$ cat src/rtl/p17_app_line_buffer.sv
// Line buffer between the bulk endpoint's OUT and IN application streams: collects bytes until EOL or full, then replays the line.
// Optional build macro P17_LINE_BUF_UPCASE_EN maps lowercase ASCII to uppercase on the replay path only.
module p17_app_line_buffer #(
    parameter int unsigned LINE_DEPTH = 64,
    parameter logic [7:0]  EOL_CHAR   = 8'h0D
) (
    input  logic                            clk_i,
    input  logic                            rstn_i,
    input  logic [7:0]                      out_data_i,
    input  logic                            out_valid_i,
    output logic                            out_ready_o,
    output logic [7:0]                      in_data_o,
    output logic                            in_valid_o,
    input  logic                            in_ready_i,
    output logic [$clog2(LINE_DEPTH+1)-1:0] line_len_o,
    output logic                            overflow_o
);

    localparam int unsigned PW = $clog2(LINE_DEPTH + 1);
    localparam int unsigned AW = (LINE_DEPTH > 1) ? $clog2(LINE_DEPTH) : 1;

    localparam logic [0:0] ST_FILL  = 1'b0;
    localparam logic [0:0] ST_DRAIN = 1'b1;

    logic [0:0]    r_state;
    logic          r_active;
    logic [PW-1:0] r_wr_ptr;
    logic [PW-1:0] r_rd_ptr;
    logic [PW-1:0] r_len;
    logic          r_overflow;
    logic [7:0]    r_mem [LINE_DEPTH];

    logic          w_wr_fire;
    logic          w_rd_fire;
    logic          w_is_eol;
    logic          w_full;
    logic          w_last_rd;
    logic [PW-1:0] w_wr_next;
    logic [7:0]    w_raw;

    // Handshakes are decoded from registered state only, so the turnaround cycle never accepts a byte.
    assign out_ready_o = r_active && (r_state == ST_FILL);
    assign in_valid_o  = (r_state == ST_DRAIN);
    assign line_len_o  = r_len;
    assign overflow_o  = r_overflow;

    assign w_wr_fire = out_valid_i && out_ready_o;
    assign w_rd_fire = in_valid_o && in_ready_i;
    assign w_is_eol  = (out_data_i == EOL_CHAR);
    assign w_wr_next = r_wr_ptr + PW'(1);
    assign w_full    = (w_wr_next == PW'(LINE_DEPTH));
    assign w_last_rd = (r_rd_ptr == (r_len - PW'(1)));

    always_ff @(posedge clk_i or negedge rstn_i) begin
        // NOTE: sequential state uses non-blocking assignments so every register samples pre-edge values.
        if (!rstn_i) begin
            r_state    <= ST_FILL;
            r_active   <= 1'b0;
            r_wr_ptr   <= '0;
            r_rd_ptr   <= '0;
            r_len      <= '0;
            r_overflow <= 1'b0;
        end else begin
            r_active <= 1'b1;
            case (r_state)
                ST_FILL: begin
                    if (w_wr_fire) begin
                        r_wr_ptr <= w_wr_next;
                        // A final byte that is both EOL and buffer-full counts as a clean EOL.
                        if (w_is_eol) begin
                            r_state    <= ST_DRAIN;
                            r_rd_ptr   <= '0;
                            r_len      <= w_wr_next;
                            r_overflow <= 1'b0;
                        end else if (w_full) begin
                            r_state    <= ST_DRAIN;
                            r_rd_ptr   <= '0;
                            r_len      <= PW'(LINE_DEPTH);
                            r_overflow <= 1'b1;
                        end
                    end
                end
                ST_DRAIN: begin
                    if (w_rd_fire) begin
                        if (w_last_rd) begin
                            r_state    <= ST_FILL;
                            r_wr_ptr   <= '0;
                            r_rd_ptr   <= '0;
                            r_len      <= '0;
                            r_overflow <= 1'b0;
                        end else begin
                            r_rd_ptr <= r_rd_ptr + PW'(1);
                        end
                    end
                end
                default: r_state <= ST_FILL;
            endcase
        end
    end

    // NOTE: the storage array has no reset; every location is written in FILL before DRAIN can read it.
    always_ff @(posedge clk_i) begin
        if (w_wr_fire) begin
            r_mem[r_wr_ptr[AW-1:0]] <= out_data_i;
        end
    end

    assign w_raw = r_mem[r_rd_ptr[AW-1:0]];

`ifdef P17_LINE_BUF_UPCASE_EN
    // NOTE: every combinational output gets a default first so no latch is inferred.
    always_comb begin
        in_data_o = w_raw;
        if ((w_raw >= 8'h61) && (w_raw <= 8'h7A)) begin
            in_data_o = w_raw - 8'h20;
        end
    end
`else
    assign in_data_o = w_raw;
`endif

endmodule

$ cat config.mk
export PLATFORM = sky130hd
export DESIGN_NAME = p17_app_line_buffer
export DESIGN_NICKNAME = d
export VERILOG_FILES = /design/src/rtl/p17_app_line_buffer.sv
export SDC_FILE = /design/constraint.sdc
export NUM_CORES = 1
export LEC_CHECK = 0
export CAP_MARGIN = 25
export CELL_PAD_IN_SITES_DETAIL_PLACEMENT = 1
export CELL_PAD_IN_SITES_GLOBAL_PLACEMENT = 1
export CORE_MARGIN = 1.5
export CORE_UTILIZATION = 45
export DETAILED_ROUTE_END_ITERATION = 16
export GPL_TIMING_DRIVEN = 0
export PLACE_DENSITY_LB_ADDON = 0.1
export SYNTH_ARGS = -nofsm -noshare
export SYNTH_HDL_FRONTEND = slang
export SYNTH_SLANG_ARGS = --single-unit
export TNS_END_PERCENT = 20
$ cat constraint.sdc
create_clock -name clk_i -period 4 [get_ports clk_i]
set_clock_uncertainty 0.2 [all_clocks]
set_input_delay 0.8 -clock clk_i [delete_from_list [all_inputs] [get_ports clk_i]]
set_output_delay 0.8 -clock clk_i [all_outputs]
set_load 0.02 [all_outputs]
# Word level (Yosys, flattened, before mapping)
# Memories as Yosys holds them, arrays and structs flattened.
# Cells that the tools add are included.
[word_totals]
reg_bits = 24
mem_bits_rw = 512
input_bits = 12
output_inout_bits = 18
elab_cells = 52
n_memories = 1
[mem_list]
columns = ["memory", "depth", "word_bits", "read_ports", "rd_clocked_by_memory_dff", "wr", "line", "source"]
rows = [
  ["r_mem", 64, 8, 1, 0, 1, "31", "logic [7:0] r_mem [LINE_DEPTH];"],
]
[op_classes]
n_addsub = 3
eq_ne = 7
n_mux = 28
bitwise_logic = 1
n_reduce_logical = 6
[op_table]
columns = ["operator", "count"]
rows = [
  ["7-bit 2-to-1 mux", 11],
  ["7-bit one-hot mux with 2 select lines", 3],
  ["7-bit by 1-bit adder with 7-bit output (second input constant)", 2],
  ["1-bit 2-to-1 mux", 12],
  ["8-bit by 4-bit == test with 1-bit output (second input constant)", 1],
  ["7-bit == test", 1],
  ["7-bit == test (second input constant)", 1],
  ["7-bit by 1-bit subtractor with 7-bit output (second input constant)", 1],
  ["3-bit AND reduction", 2],
  ["2-bit by 1-bit inequality test with 1-bit output (second input constant)", 2],
  ["1-bit one-hot mux with 2 select lines", 2],
  ["4-bit AND reduction", 1],
  ["1-bit logical AND", 3],
  ["3-bit inequality test (second input constant)", 1],
  ["2-bit inequality test (second input constant)", 1],
  ["1-bit NOT", 1],
]

# Longest topological paths before layout
[logic_depth]
word_depth = 6
ltp_mapped = 9
mapped_depth_nobuf = 8

# Worst setup path after synthesis
# No wires, ideal clock.
[synth_timing]
path_type = "flip-flop to output port"
from = "reg r_rd_ptr[1]"
to = "out in_data_o[4]"
arrival_ns = 2.212
required_time_ns = 3.000
setup_slack_ns = 0.788
stages_incl_launch_ff = 8
n_path_buf = 3
cell_sequence = "dfrtp_1 > clkbuf_1 > buf_2 > buf_1 > mux4_2 > mux4_2 > a22oi_1 > nand3_1"
[synth_between]
elab_chain_cells = 1
[synth_lines]
columns = ["element", "line", "source"]
rows = [
  ["from (decl)", "28", "logic [PW-1:0] r_rd_ptr;"],
  ["from (signal assigned)", "92", "r_rd_ptr <= r_rd_ptr + PW'(1);"],
  ["memory read 64 x 8 bit", "-", ""],
  ["to (decl)", "12", "output logic [7:0] in_data_o,"],
]
# Every way passes these cells.

# Worst setup path in the final report
[layout_timing]
from = "reg r_rd_ptr[0]"
to = "out in_data_o[0]"
# The elaborated chain is that of the path after synthesis.

==> reports/qor.yml <==
layout_commonest_cell: "edfxtp_1"
drv_slew: 0
cts_root_buf: "clkbuf_16"
async_flop_share_pct: 4.48
clockBufferDepth: 3
grt_pass1_vias: 11043
violations: "DRC, setup timing"
track_usage_pct: 23.2
die_w_um: 221
post-dp-hpwl_um: 36200
synth_edf_count: 512
wirelength_um: 54400
synth_warnings: 0
grt_pass1_wl_um: 78300
critPathArrivalTime_ns: 3.15
grt_max_degree: 43
syn_inst: 1001
slew_headroom_pct: 30.1
finalNetCount: 1125
start_kind: "register"
hold_violations: 0
period_minus_slack_ns: 4.15
viasPerCell: 5.89
drtPass1Iterations: 11
synth-seq-cells: 536
drc: 2
hold_ws_ns: 0.324
fmax_mhz: 241
hp-class: "in -> async"
antenna_left: 0
final_cell_mix: "edfxtp_1, mux4_2, nor2_1"
ys_seq_area_share_pct: 75.0
layout_setup_ws_ns: -0.151
die_area_um2: 48700
synth_area_um2: 21300
crit_required_ns: 3.00
synthFlopType: "edfxtp_1"
core.rowCount: 79
min_period_over_period_pct: 104
tightestPinTransition_ns: 1.04
grt-ovfl-total: 0
ff2ff_path_depth: 5
clock_latency_ns: 0.60
io_pins: 30
portBuffers: 29
leakage_nw: 7.70
crit_type: "reg -> out"
power.density_nw_per_um2: 587
clk_pin_slew_ns: 0.06
worst-path-max-fanout: 9
vias: 10389
yosysUniqueCellTypes: 52
drive_above_1_share_pct: 30.2
cts_tree: "yes"
coreArea_um2: 46700
irDropWorstVdd_uv: 394
gp_congestion: 0.790
outcome: "complete, but fails checks"
synth_nets: 1016
cap_violations: 0
die_y_um: 221
setup_violations: 8
htree_levels: 2
area_delta_synth_final_pct: 16.3
finalPower_mw: 14.5
dp_slack_ns: -0.944
rsz0062_at_grt: "yes"
clock_sinks: 536
numCtsBuffers: 55
start_util_pct: 45.7
crit_path_end_kind: "output pin"
drt_iter0_drc: 988
antenna_found_initial: 2
wl_per_cell_um: 30.9
antenna_cells: 0
syn_avg_cell_area_um2: 21.3
[per-stage QoR]
stage               cells  util, %  setup TNS, ns  cell area [um^2]
global placement     1637     47.9         -44.03             22400
CTS                  1756     52.6          -1.28             24500
detailed placement   1646     48.2         -43.83             22500
floorplan            1001        -              0             21300
global route         1764     53.1          -1.55             24800
finish               1764     53.1         -0.961             24800
[area by class of cell]
class                   count  area (um^2)
fillers                  4112        21900
flip-flops and latches    536        16000
multi-input cells         402         5110
clock buffers              66         1420
well taps                 607          759
repair buffers             53          687
plain buffers              55          512
clock inverters            38          298
inverters                   7         26.3
[worst paths after layout]
| kind | from | end | slack, ns |
|---|---|---|---|
| min in group clk_i | overflow_o | overflow_o | 0.36 |
| hold / removal | rstn_i | in_valid_o | 0.32 |
| setup reg to reg | in_valid_o | r_mem[3][5] | 0.43 |
| max in group asynchronous | rstn_i | r_rd_ptr[1] | 2.81 |
| hold reg to reg | overflow_o | overflow_o | 0.36 |
| setup / recovery | r_rd_ptr[0] | in_data_o[0] | -0.15 |
[where the power goes]
group	internal [mW]	switching, mW	total [mW]
clock	2.73	2.16	4.90
combinational	1.67	1.70	3.37
sequential	6.24	0.0401	6.28
total	10.6	3.90	14.5
[cells by family (layout without fill, tap and decap cells)]
logic type	Yosys count	after routing	share of synthesized area [%]
XOR/XNOR	17	17	0.764
flip-flops	536	536	75.0
other	1	1	0.0176
buffers and inverters	63	219	1.48
AO/OA/AOI/OAI	43	43	1.57
adder cells (fa/ha/maj)	3	3	0.176
AND/OR/NAND/NOR	172	172	3.71
multiplexers	166	166	17.3
[what timing repair did]
item,in CTS,in global routing
hold buffers,0,0
cloned,2,5
setup buffers,5,3
pin swaps,7,3
resized for setup,130,17
setup endpoints to repair,8,8
[sequential cells by signal, summed over array words and instances (netlist names)]
register,count
in_valid_o,1
line_len_o,7
overflow_o,1
r_active,1
r_mem,512
r_rd_ptr,7
r_wr_ptr,7
[cells in the mapped netlist, types with 2 or more instances]
cell type | n | share of area (%)
xor2_1 | 2 | 0.082
nand3b_1 | 4 | 0.14
nor3_1 | 6 | 0.14
buf_1 | 11 | 0.19
a211oi_1 | 2 | 0.070
a32oi_1 | 6 | 0.25
nand2_1 | 24 | 0.42
nand3_1 | 20 | 0.47
or3_1 | 6 | 0.18
dfrtp_1 | 24 | 2.8
xnor2_1 | 14 | 0.58
nor3b_1 | 2 | 0.070
and3_1 | 2 | 0.059
mux4_2 | 160 | 17
edfxtp_1 | 512 | 72
buf_6 | 8 | 0.42
a22oi_1 | 8 | 0.28
o211ai_1 | 2 | 0.070
buf_2 | 15 | 0.35
a31oi_1 | 3 | 0.088
o21ai_2 | 2 | 0.082
o31ai_1 | 2 | 0.070
ha_1 | 3 | 0.18
inv_1 | 7 | 0.12
o21bai_1 | 2 | 0.070
nand4_1 | 2 | 0.059
o21ai_0 | 6 | 0.14
nand4b_1 | 3 | 0.12
mux2_4 | 4 | 0.28
clkbuf_1 | 22 | 0.39
o311ai_0 | 2 | 0.082
nor2b_1 | 8 | 0.23
nor2_1 | 88 | 1.6
[routing by layer]
metal / part of all wire [%] / vias to the layer above / track usage (%)
met3: 5.2 / 73 / 4.29
met4: 2.1 / 0 / 5.54
met2: 50 / 290 / 38.0
met1: 43 / 5631 / 32.4
li1: - / 4395 / -
met5: 0 / - / 0
[critical path, stage by stage, from the launching register on]
cell and delay (ns):
dfrtp_1 0.40, buf_12 0.20, clkbuf_16 0.20, buf_16 0.14, mux4_2 0.55, mux4_2 0.55
a22oi_2 0.17, nand2_2 0.13, buf_2 0.18
Power figures use the tool's default switching activity.
